### src/rtl/bcd_pkg.sv
// -----------------------------------------------------------------------------
// bcd_pkg
// Shared definitions for the binary-to-BCD encoder:
//   - bcd_state_e   : controller state encoding (IDLE, SHIFT, DONE)
//   - BCD_BLANK     : digit code the segment decoder renders as all-off
//   - bcd_min_digits: decimal digits needed to hold any BIN_WIDTH-bit value
//   - bcd_digits_ok : parameter legality check used by the DIGITS assertion
// -----------------------------------------------------------------------------
package bcd_pkg;

  typedef enum logic [1:0] {
    ST_IDLE  = 2'd0,
    ST_SHIFT = 2'd1,
    ST_DONE  = 2'd2
  } bcd_state_e;

  localparam logic [3:0] BCD_BLANK = 4'hF;

  // ceil(w * log10(2)), using log10(2) ~= 0.30103 in fixed point. 2^w is
  // never a power of ten, so this equals the digit count of 2^w - 1.
  function automatic int bcd_min_digits(input int w);
    return (w * 30103 + 99999) / 100000;
  endfunction

  function automatic bit bcd_digits_ok(input int w, input int digits);
    return digits >= bcd_min_digits(w);
  endfunction

endpackage : bcd_pkg

### src/rtl/bcd_add3_cell.sv
// -----------------------------------------------------------------------------
// bcd_add3_cell
// Combinational double-dabble correction for one BCD digit: a digit of 5 or
// more gets +3 so the following left shift carries correctly into the next
// decimal digit. The result is kept to 4 bits (no carry out).
// Ports:
//   digit_i  in  [3:0]  scratch digit before correction
//   digit_o  out [3:0]  corrected digit
// -----------------------------------------------------------------------------
module bcd_add3_cell (
  input  logic [3:0] digit_i,
  output logic [3:0] digit_o
);

  always_comb begin
    digit_o = (digit_i >= 4'd5) ? digit_i + 4'd3 : digit_i;
  end

endmodule : bcd_add3_cell

### src/rtl/bin_to_bcd_encoder.sv
// -----------------------------------------------------------------------------
// bin_to_bcd_encoder
// Sequential shift-and-add-3 (double-dabble) binary-to-BCD converter. One
// input bit is consumed per clock; a conversion takes BIN_WIDTH SHIFT cycles
// followed by a one-cycle DONE, during which a new start is accepted.
//
// Parameters:
//   BIN_WIDTH  width of the unsigned binary input (default 16)
//   DIGITS     number of BCD output digits (default 5), must be at least
//              ceil(BIN_WIDTH*log10(2))
// Ports:
//   clk      in   clock, rising edge
//   rst_n    in   asynchronous active-low reset
//   start    in   conversion request, sampled in IDLE or DONE only
//   bin_in   in   [BIN_WIDTH-1:0] value, captured on the accepting edge
//   busy     out  high while shifting
//   done     out  one-cycle pulse, bcd_out freshly updated
//   bcd_out  out  [4*DIGITS-1:0] packed BCD, digit 0 in bits [3:0]
// Build option:
//   BCD_LEADING_BLANK_EN  when defined, leading zero digits above digit 0 are
//                         loaded into bcd_out as BCD_BLANK (4'hF).
// -----------------------------------------------------------------------------
module bin_to_bcd_encoder
  import bcd_pkg::*;
#(
  parameter int BIN_WIDTH = 16,
  parameter int DIGITS    = 5
) (
  input  logic                  clk,
  input  logic                  rst_n,
  input  logic                  start,
  input  logic [BIN_WIDTH-1:0]  bin_in,
  output logic                  busy,
  output logic                  done,
  output logic [4*DIGITS-1:0]   bcd_out
);

  localparam int  CNT_W     = $clog2(BIN_WIDTH + 1);
  localparam int  SCR_W     = 4 * DIGITS;
  localparam bit  DIGITS_OK = bcd_digits_ok(BIN_WIDTH, DIGITS);

  digits_check: assert property (@(posedge clk) DIGITS_OK)
    else $fatal(1, "bin_to_bcd_encoder: DIGITS too small for BIN_WIDTH");

  bcd_state_e           state_q, state_d;
  logic [CNT_W-1:0]     cnt_q;
  logic [BIN_WIDTH-1:0] bin_q;
  logic [SCR_W-1:0]     scratch_q;
  logic [SCR_W-1:0]     bcd_q;

  logic [SCR_W-1:0]     scratch_adj;
  logic [SCR_W-1:0]     scratch_d;
  logic [SCR_W-1:0]     bcd_load;
  logic                 accept;
  logic                 last_shift;
  logic                 unused_top_bit;

  // ---------------------------------------------------------------------------
  // Per-digit add-3 correction ahead of the shift
  // ---------------------------------------------------------------------------
  for (genvar g = 0; g < DIGITS; g++) begin : g_add3
    bcd_add3_cell u_cell (
      .digit_i (scratch_q[4*g +: 4]),
      .digit_o (scratch_adj[4*g +: 4])
    );
  end

  // The bit shifted out of the top digit is always zero while DIGITS is legal.
  assign unused_top_bit = scratch_adj[SCR_W-1];
  assign scratch_d      = {scratch_adj[SCR_W-2:0], bin_q[BIN_WIDTH-1]};

  assign accept     = start && (state_q == ST_IDLE || state_q == ST_DONE);
  assign last_shift = (state_q == ST_SHIFT) && (cnt_q == CNT_W'(BIN_WIDTH - 1));

  // ---------------------------------------------------------------------------
  // Value loaded into bcd_out on the final shift edge
  // ---------------------------------------------------------------------------
  // NOTE: combinational blocks use blocking '=' and assign every output a
  // default first, so the running 'lead' flag works and no latch is inferred.
  always_comb begin
    bcd_load = scratch_d;
`ifdef BCD_LEADING_BLANK_EN
    begin : blank_leading
      logic lead;
      lead = 1'b1;
      // Walk down from the top digit; digit 0 is never blanked so zero shows "0".
      for (int i = DIGITS - 1; i >= 1; i--) begin
        if (lead && scratch_d[4*i +: 4] == 4'd0) begin
          bcd_load[4*i +: 4] = BCD_BLANK;
        end else begin
          lead = 1'b0;
        end
      end
    end
`endif
  end

  // ---------------------------------------------------------------------------
  // FSM: state register
  // ---------------------------------------------------------------------------
  // NOTE: clocked state uses non-blocking '<=' so every register samples the
  // pre-edge values of the others, independent of statement order.
  always_ff @(posedge clk or negedge rst_n) begin
    if (!rst_n) begin
      state_q <= ST_IDLE;
    end else begin
      state_q <= state_d;
    end
  end

  // ---------------------------------------------------------------------------
  // FSM: next-state logic
  // ---------------------------------------------------------------------------
  always_comb begin
    state_d = state_q;
    unique case (state_q)
      ST_IDLE:  if (start) state_d = ST_SHIFT;
      ST_SHIFT: if (last_shift) state_d = ST_DONE;
      ST_DONE:  state_d = start ? ST_SHIFT : ST_IDLE;
      default:  state_d = ST_IDLE;
    endcase
  end

  // ---------------------------------------------------------------------------
  // FSM: outputs
  // ---------------------------------------------------------------------------
  always_comb begin
    busy    = (state_q == ST_SHIFT);
    done    = (state_q == ST_DONE);
    bcd_out = bcd_q;
  end

  // ---------------------------------------------------------------------------
  // Datapath: shift register, scratch digits, bit counter, result
  // ---------------------------------------------------------------------------
  // NOTE: every datapath register is reset, so an aborted conversion leaves
  // no stale partial result visible after reset.
  always_ff @(posedge clk or negedge rst_n) begin
    if (!rst_n) begin
      bin_q     <= '0;
      scratch_q <= '0;
      cnt_q     <= '0;
      bcd_q     <= '0;
    end else if (accept) begin
      bin_q     <= bin_in;
      scratch_q <= '0;
      cnt_q     <= '0;
    end else if (state_q == ST_SHIFT) begin
      bin_q     <= bin_q << 1;
      scratch_q <= scratch_d;
      cnt_q     <= cnt_q + CNT_W'(1);
      if (last_shift) begin
        bcd_q <= bcd_load;
      end
    end
  end

endmodule : bin_to_bcd_encoder

### config.mk
export PLATFORM = sky130hd
export DESIGN_NAME = bin_to_bcd_encoder
export DESIGN_NICKNAME = d
export VERILOG_FILES = /design/src/rtl/bcd_pkg.sv /design/src/rtl/bcd_add3_cell.sv /design/src/rtl/bin_to_bcd_encoder.sv
export SDC_FILE = /design/constraint.sdc
export NUM_CORES = 1
export LEC_CHECK = 0
export BUFFER_PORTS_ARGS = -buffer_cell sky130_fd_sc_hd__buf_2
export CORE_AREA = 2 2 91 93
export DETAILED_ROUTE_END_ITERATION = 8
export DIE_AREA = 0 0 93 95
export HOLD_SLACK_MARGIN = 0.06
export SKIP_LAST_GASP = 1
export SYNTH_ARGS = -nofsm -noshare
export SYNTH_HDL_FRONTEND = slang
export SYNTH_HIERARCHICAL = 1
export SYNTH_SLANG_ARGS = --single-unit
### constraint.sdc
create_clock -name clk -period 1.5 [get_ports clk]
set_input_delay 0.15 -clock clk [delete_from_list [all_inputs] [get_ports clk]]
set_output_delay 0.15 -clock clk [all_outputs]
set_load 0.02 [all_outputs]
==> results of run 1 <==
==> layer usage <==
| layer | part of all wire, % | track usage [%] | wire length, µm |
|---|---|---|---|
| met1 | 46 | 18.0 | 2840 |
| met2 | 48 | 24.1 | 2980 |
| met3 | 4.7 | 6.38 | 289 |
| met4 | 1.4 | 5.76 | 86 |
| met5 | 0 | 0 | 0 |
==> path summary, 6_finish.rpt <==
path                         endpoint  slack, ns  depth (start not counted)
max in group asynchronous  state_q[0]       0.62                          3
setup / recovery           bcd_out[8]      -0.07                          6
setup reg to reg           bcd_out[8]      -0.07                          6
hold / removal             state_q[0]       0.27                          4
hold reg to reg              cnt_q[3]       0.48                          1
min in group asynchronous   bin_q[10]       0.29                          2
==> metrics by stage <==
stage | setup slack [ns] | setup TNS, ns | instances
6_report | -0.0652 | -1.01 | 457
5_1_grt | -0.109 | -1.73 | 457
3_5_place_dp | -0.0898 | -1.45 | 414
4_1_cts | -0.0651 | -1.06 | 449
3_3_place_gp | -0.0683 | -1.13 | 414
2_1_floorplan | -0.0409 | -0.737 | 262
==> tightest hold or removal path, delay by kind of cell <==
family	cells	cell delay [ns]
buffers and inverters	2	0.27
AO/OA/AOI/OAI	1	0.09
AND/OR/NAND/NOR	1	0.06
==> area by class of cell <==
| type | instances | area [µm²] |
|---|---|---|
| fill | 734 | 3850 |
| sequential | 63 | 1580 |
| multi-input combinational | 172 | 1470 |
| timing repair buffer | 88 | 663 |
| tap | 105 | 131 |
| clock buffer | 10 | 128 |
| clock inverter | 6 | 61.3 |
| inverter | 13 | 51.3 |
==> report_power, final <==
| part | internal (mW) | switching, mW |
|---|---|---|
| clock | 0.761 | 0.675 |
| combinational | 2.27 | 2.06 |
| sequential | 2.43 | 0.565 |
==> repair_timing <==
action                                 CTS  global route
buffers inserted                         2             8
gates resized for setup                  3            24
endpoints found under the hold margin   34             0
setup endpoints to repair               21            46
hold buffers                            17             0
pin swaps                                2             9
==> flip-flops by register name, indices dropped and copies added, names as in the netlist <==
name and count:
bcd_out 20, bin_q 16, cnt_q 5, scratch_q 20, state_q 2
==> qor.txt, run 1 <==
violated checks = negative setup slack
max frequency = 639 MHz
grt total ovfl = 0
Syn Std Cell Area = 3030 µm²
full die area = 8840 µm²
clk sinks = 63
Worst-path clk slew = 0.07 ns
worst path bufs/invs = 1
DP Area = 3510 µm²
CTS Root Cell = clkbuf_8
post-route ant nets = 0
Starting DRT DRC Count = 136
unrepaired setup endpoints after global routing = yes
# port buffers = 40
Max VDD drop = 1.16 mV
first-pass GRT wire length = 10100 µm
Pwr Total = 8.76 mW
drt drc = 0
nature of the critical path startpoint = flip-flop
cts bufs inserted = 9
worst hold start = start
vias per inst = 4.83
Rel. slew slack = 59.1%
CP max-delay cell = dfrtp_1
initial antenna violation count = 0
Gate Count Post-Synth = 262
GP Congestion = 0.700
final worst slack = -0.0652 ns
fin util = 51.4%
CP endpoint kind = flip-flop
slowest cell delay on critical path = 0.39 ns
Final Cycle Share = 104%
max_cap viols = 0
Final Hold Violating Endpoints = 0
CTS Buffer Depth = 2
layout cells sized above 1 = 37.8%
Leak = 2.05 nW
Avg Synthesized Cell Area = 11.6 µm²
Routed WL = 6190 µm
FP Rows = 33
Top delay family on crit path = flip-flops
clk_skew = 0.00611 ns
PD cells = 2150 nW/µm²
starting density of the core = 38.3%
Hold WC Path Type = in2reg
Inserted Diodes = 0
Final Cell Area = 4080 µm²
vias in the first global route = 2166
wire per inst = 13.6 µm
CP Launch Point = cnt_q[1]
worst path required time = 1.73 ns
critical path arrival = 1.80 ns
Core Region = 7930 µm²
net count after synthesis = 293
status = finished, violations left
Pre-antenna DRT Iters = 5
P&R area growth vs syn = 34.4%
clk_lat worst skew = 0.35 ns
most common cell after layout, fill and taps aside = dfrtp_1
worst hold slack = 0.268 ns
min Tclk post-route = 1.57 ns
H-tree depth = 3
CTS tree = built
worst slew pin tran = 0.612 ns
Detailed Place HPWL = 3860 µm
Yosys warning count = 6
Layout Nets = 378
commonest cells after routing, fill and taps aside = dfrtp_1, buf_2, nand2_1
Die X = 93 µm
I/O pins = 41
Final Max Tran Viols = 0
Die H = 95 µm
CP cell instances = ha_2 -> and3_4 -> ha_4 -> nand2_8 -> buf_12 -> mux2_4
Final setup viols = 20
crit-path max FO = 8
vias = 2209
largest net degree at the start of global routing = 46
GRT Overall Usage = 15.0%
critical path type = reg2reg
reg2reg start = cnt_q[1]
Power figures use the tool's default switching activity.
==> inputs of run 2 (changes only) <==
Settings changed: PLACE_DENSITY_LB_ADDON set to 0.12.
==> run 2 against run 1 <==
  * Final cell count decreased by 0.66%
  * Clock power decreased by 6%
  * Worst hold slack got worse by 0.015 ns
  * Critical endpoint is now bcd_out[0]
  * Count of clock-buffer cells in the layout increased by 2
  * Sequential cell count unchanged
  * Sequential power about the same
  * Critical path type unchanged
  * Worst setup slack improved by 0.0085 ns
  * Via count increased by 0.95%
  * Maximum frequency increased by 0.55%
  * Utilization decreased by 0.52 points
  * The run still ends with negative setup slack left
==> qor.txt, run 2 (synthesis results as in run 1) <==
Core Region = 7930 µm² (unchanged)
crit-path max FO = 7 (was 8)
Filler cells = 733 (was 734)
drt drc = 0 (unchanged)
Starting DRT DRC Count = 80 (was 136)
CTS Root Cell = clkbuf_8 (unchanged)
final worst slack = -0.0567 ns (was -0.0652 ns)
Final Hold Violating Endpoints = 0 (unchanged)
Rel. slew slack = 64.4% (was 59.1%)
vias in the first global route = 2202 (was 2166)
met2 Use GR = 24.8% (was 24.1%)
GP Congestion = 0.763 (was 0.700)
Die H = 95 µm (unchanged)
vias = 2230 (was 2209)
Final Cycle Share = 104% (about the same)
min Tclk post-route = 1.56 ns (was 1.57 ns)
initial antenna violation count = 0 (unchanged)
max frequency = 642 MHz (was 639 MHz)
Leak = 2.05 nW (about the same)
GRT Overall Usage = 15.6% (was 15.0%)
Layout Nets = 376 (was 378)
GRT busiest layer = met2 (unchanged)
full die area = 8840 µm² (unchanged)
Worst-path clk slew = 0.07 ns (about the same)
cts bufs inserted = 9 (unchanged)
layout cells sized above 1 = 36.7% (was 37.8%)
max_cap viols = 0 (unchanged)
cells on worst reg2reg path = 6 (unchanged)
worst slew pin tran = 0.534 ns (was 0.612 ns)
H-tree depth = 3 (unchanged)
vias per inst = 4.91 (was 4.83)
clk_skew = 0.0113 ns (was 0.00611 ns)
P&R area growth vs syn = 33.1% (was 34.4%)
post-route ant nets = 0 (unchanged)
nature of the critical path startpoint = flip-flop (unchanged)
Pre-antenna DRT Iters = 4 (was 5)
critical path arrival = 1.77 ns (was 1.80 ns)
wire per inst = 14.4 µm (was 13.6 µm)
largest net degree at the start of global routing = 26 (was 46)
first-pass GRT wire length = 10600 µm (was 10100 µm)
setup_tns = -0.803 ns (was -1.01 ns)
reg2reg setup slack = -0.06 ns (was -0.07 ns)
PD cells = 2120 nW/µm² (was 2150 nW/µm²)
reg-to-reg endpoint = bcd_out[0] (was bcd_out[8])
Hold Path Stages = 4 (unchanged)
I/O pins = 41 (unchanged)
unrepaired setup endpoints after global routing = yes (unchanged)
CP endpoint kind = flip-flop (unchanged)
FP Rows = 33 (unchanged)
Die X = 93 µm (unchanged)
met1 Usage GRT = 20.9% (was 18.0%)
Hold WC Path Type = in2reg (unchanged)
CTS Buffer Depth = 2 (unchanged)
violated checks = negative setup slack (unchanged)
clk sinks = 63 (unchanged)
Final Max Tran Viols = 0 (unchanged)
grt total ovfl = 0 (unchanged)
worst hold start = start (unchanged)
starting density of the core = 38.3% (unchanged)
reg2reg start = cnt_q[1] (unchanged)
worst path required time = 1.71 ns (was 1.73 ns)
status = finished, violations left (unchanged)
critical path type = reg2reg (unchanged)
Inserted Diodes = 0 (unchanged)
Worst Hold End = state_q[0] (unchanged)
worst hold slack = 0.253 ns (was 0.268 ns)
# port buffers = 40 (unchanged)
most common cell after layout, fill and taps aside = dfrtp_1 (unchanged)
met3 Usage GRT = 2.95% (was 6.38%)
clk_lat worst skew = 0.33 ns (was 0.35 ns)
commonest cells after routing, fill and taps aside = dfrtp_1, buf_2, nand2_1 (unchanged)
Final setup viols = 19 (was 20)
CTS tree = built (unchanged)
Routed WL = 6520 µm (was 6190 µm)
Setup WS pre-CTS = -0.0997 ns (was -0.0898 ns)
Max VDD drop = 0.927 mV (was 1.16 mV)
Detailed Place HPWL = 4190 µm (was 3860 µm)
## run 2: cell types whose count changed in the layout (fill, tap and decap cells not counted), moves of 2 or more
cell and delta:
buf_4 -4, clkbuf_8 +3, ha_4 -2, mux2i_1 +2
mux2i_2 -2
## run 2: critical path: stages, from the launching register on
cell and delay, ns:
dfrtp_1 0.38, ha_2 0.19, and3_4 0.18, ha_4 0.17
nand2_8 0.09, buf_12 0.14, mux2_4 0.29
## run 2: power breakdown
group,total [mW],switching (mW),internal (mW)
clock,1.36,0.642,0.721
sequential,3.00,0.565,2.43
combinational,4.20,2.05,2.15
total,8.55,3.25,5.30
## run 2: final cells by class
type	instances	area, µm²	share of cell area, %
repair buffers	85	653	16.2
flip-flops and latches	63	1580	39.1
well taps	105	131	3.25
inverters	13	51.3	1.27
clock buffers	12	165	4.09
clock inverters	3	17.5	0.434
multi-input cells	173	1440	35.7
## run 2: worst max path at each step
stage / end / cells past startpoint / slack [ns] / start
finish: bcd_out[0] / 6 / -0.06 / cnt_q[1]
global route: bcd_out[0] / 6 / -0.09 / cnt_q[0]
CTS: bcd_out[0] / 6 / -0.06 / cnt_q[1]
detailed placement: bcd_out[1] / 6 / -0.1 / cnt_q[1]
floorplan: bcd_out[0] / 6 / -0.04 / cnt_q[0]
global placement: bcd_out[6] / 6 / -0.07 / cnt_q[1]
## run 2: through the flow
stage | cells | util [%] | total power, mW | cell area (µm²)
after floorplan | 262 | - | 5.67 | 3070
after global placement | 416 | 44.6 | 6.72 | 3540
after detailed placement | 416 | 44.6 | 6.77 | 3540
after CTS | 449 | 49.4 | 8.26 | 3910
after global routing | 454 | 50.9 | 9.25 | 4040
final | 454 | 50.9 | 8.55 | 4040
## run 2: metal layers
| layer | vias up | routed length, µm | part of all wire [%] |
|---|---|---|---|
| met4 | 0 | 91 | 1.4 |
| met2 | 37 | 3030 | 46 |
| li1 | 1093 | - | - |
| met5 | - | 0 | 0 |
| met1 | 1092 | 3230 | 50 |
| met3 | 8 | 168 | 2.6 |
## run 2: repair_timing
| action | 4_1_cts | 5_1_grt |
|---|---|---|
| endpoints found under the hold margin | 34 | 0 |
| cloned | 0 | 1 |
| hold buffers | 17 | 0 |
| setup endpoints to repair | 21 | 45 |
| pin swaps | 2 | 10 |
| buffers inserted | 1 | 4 |
| gates resized for setup | 3 | 19 |
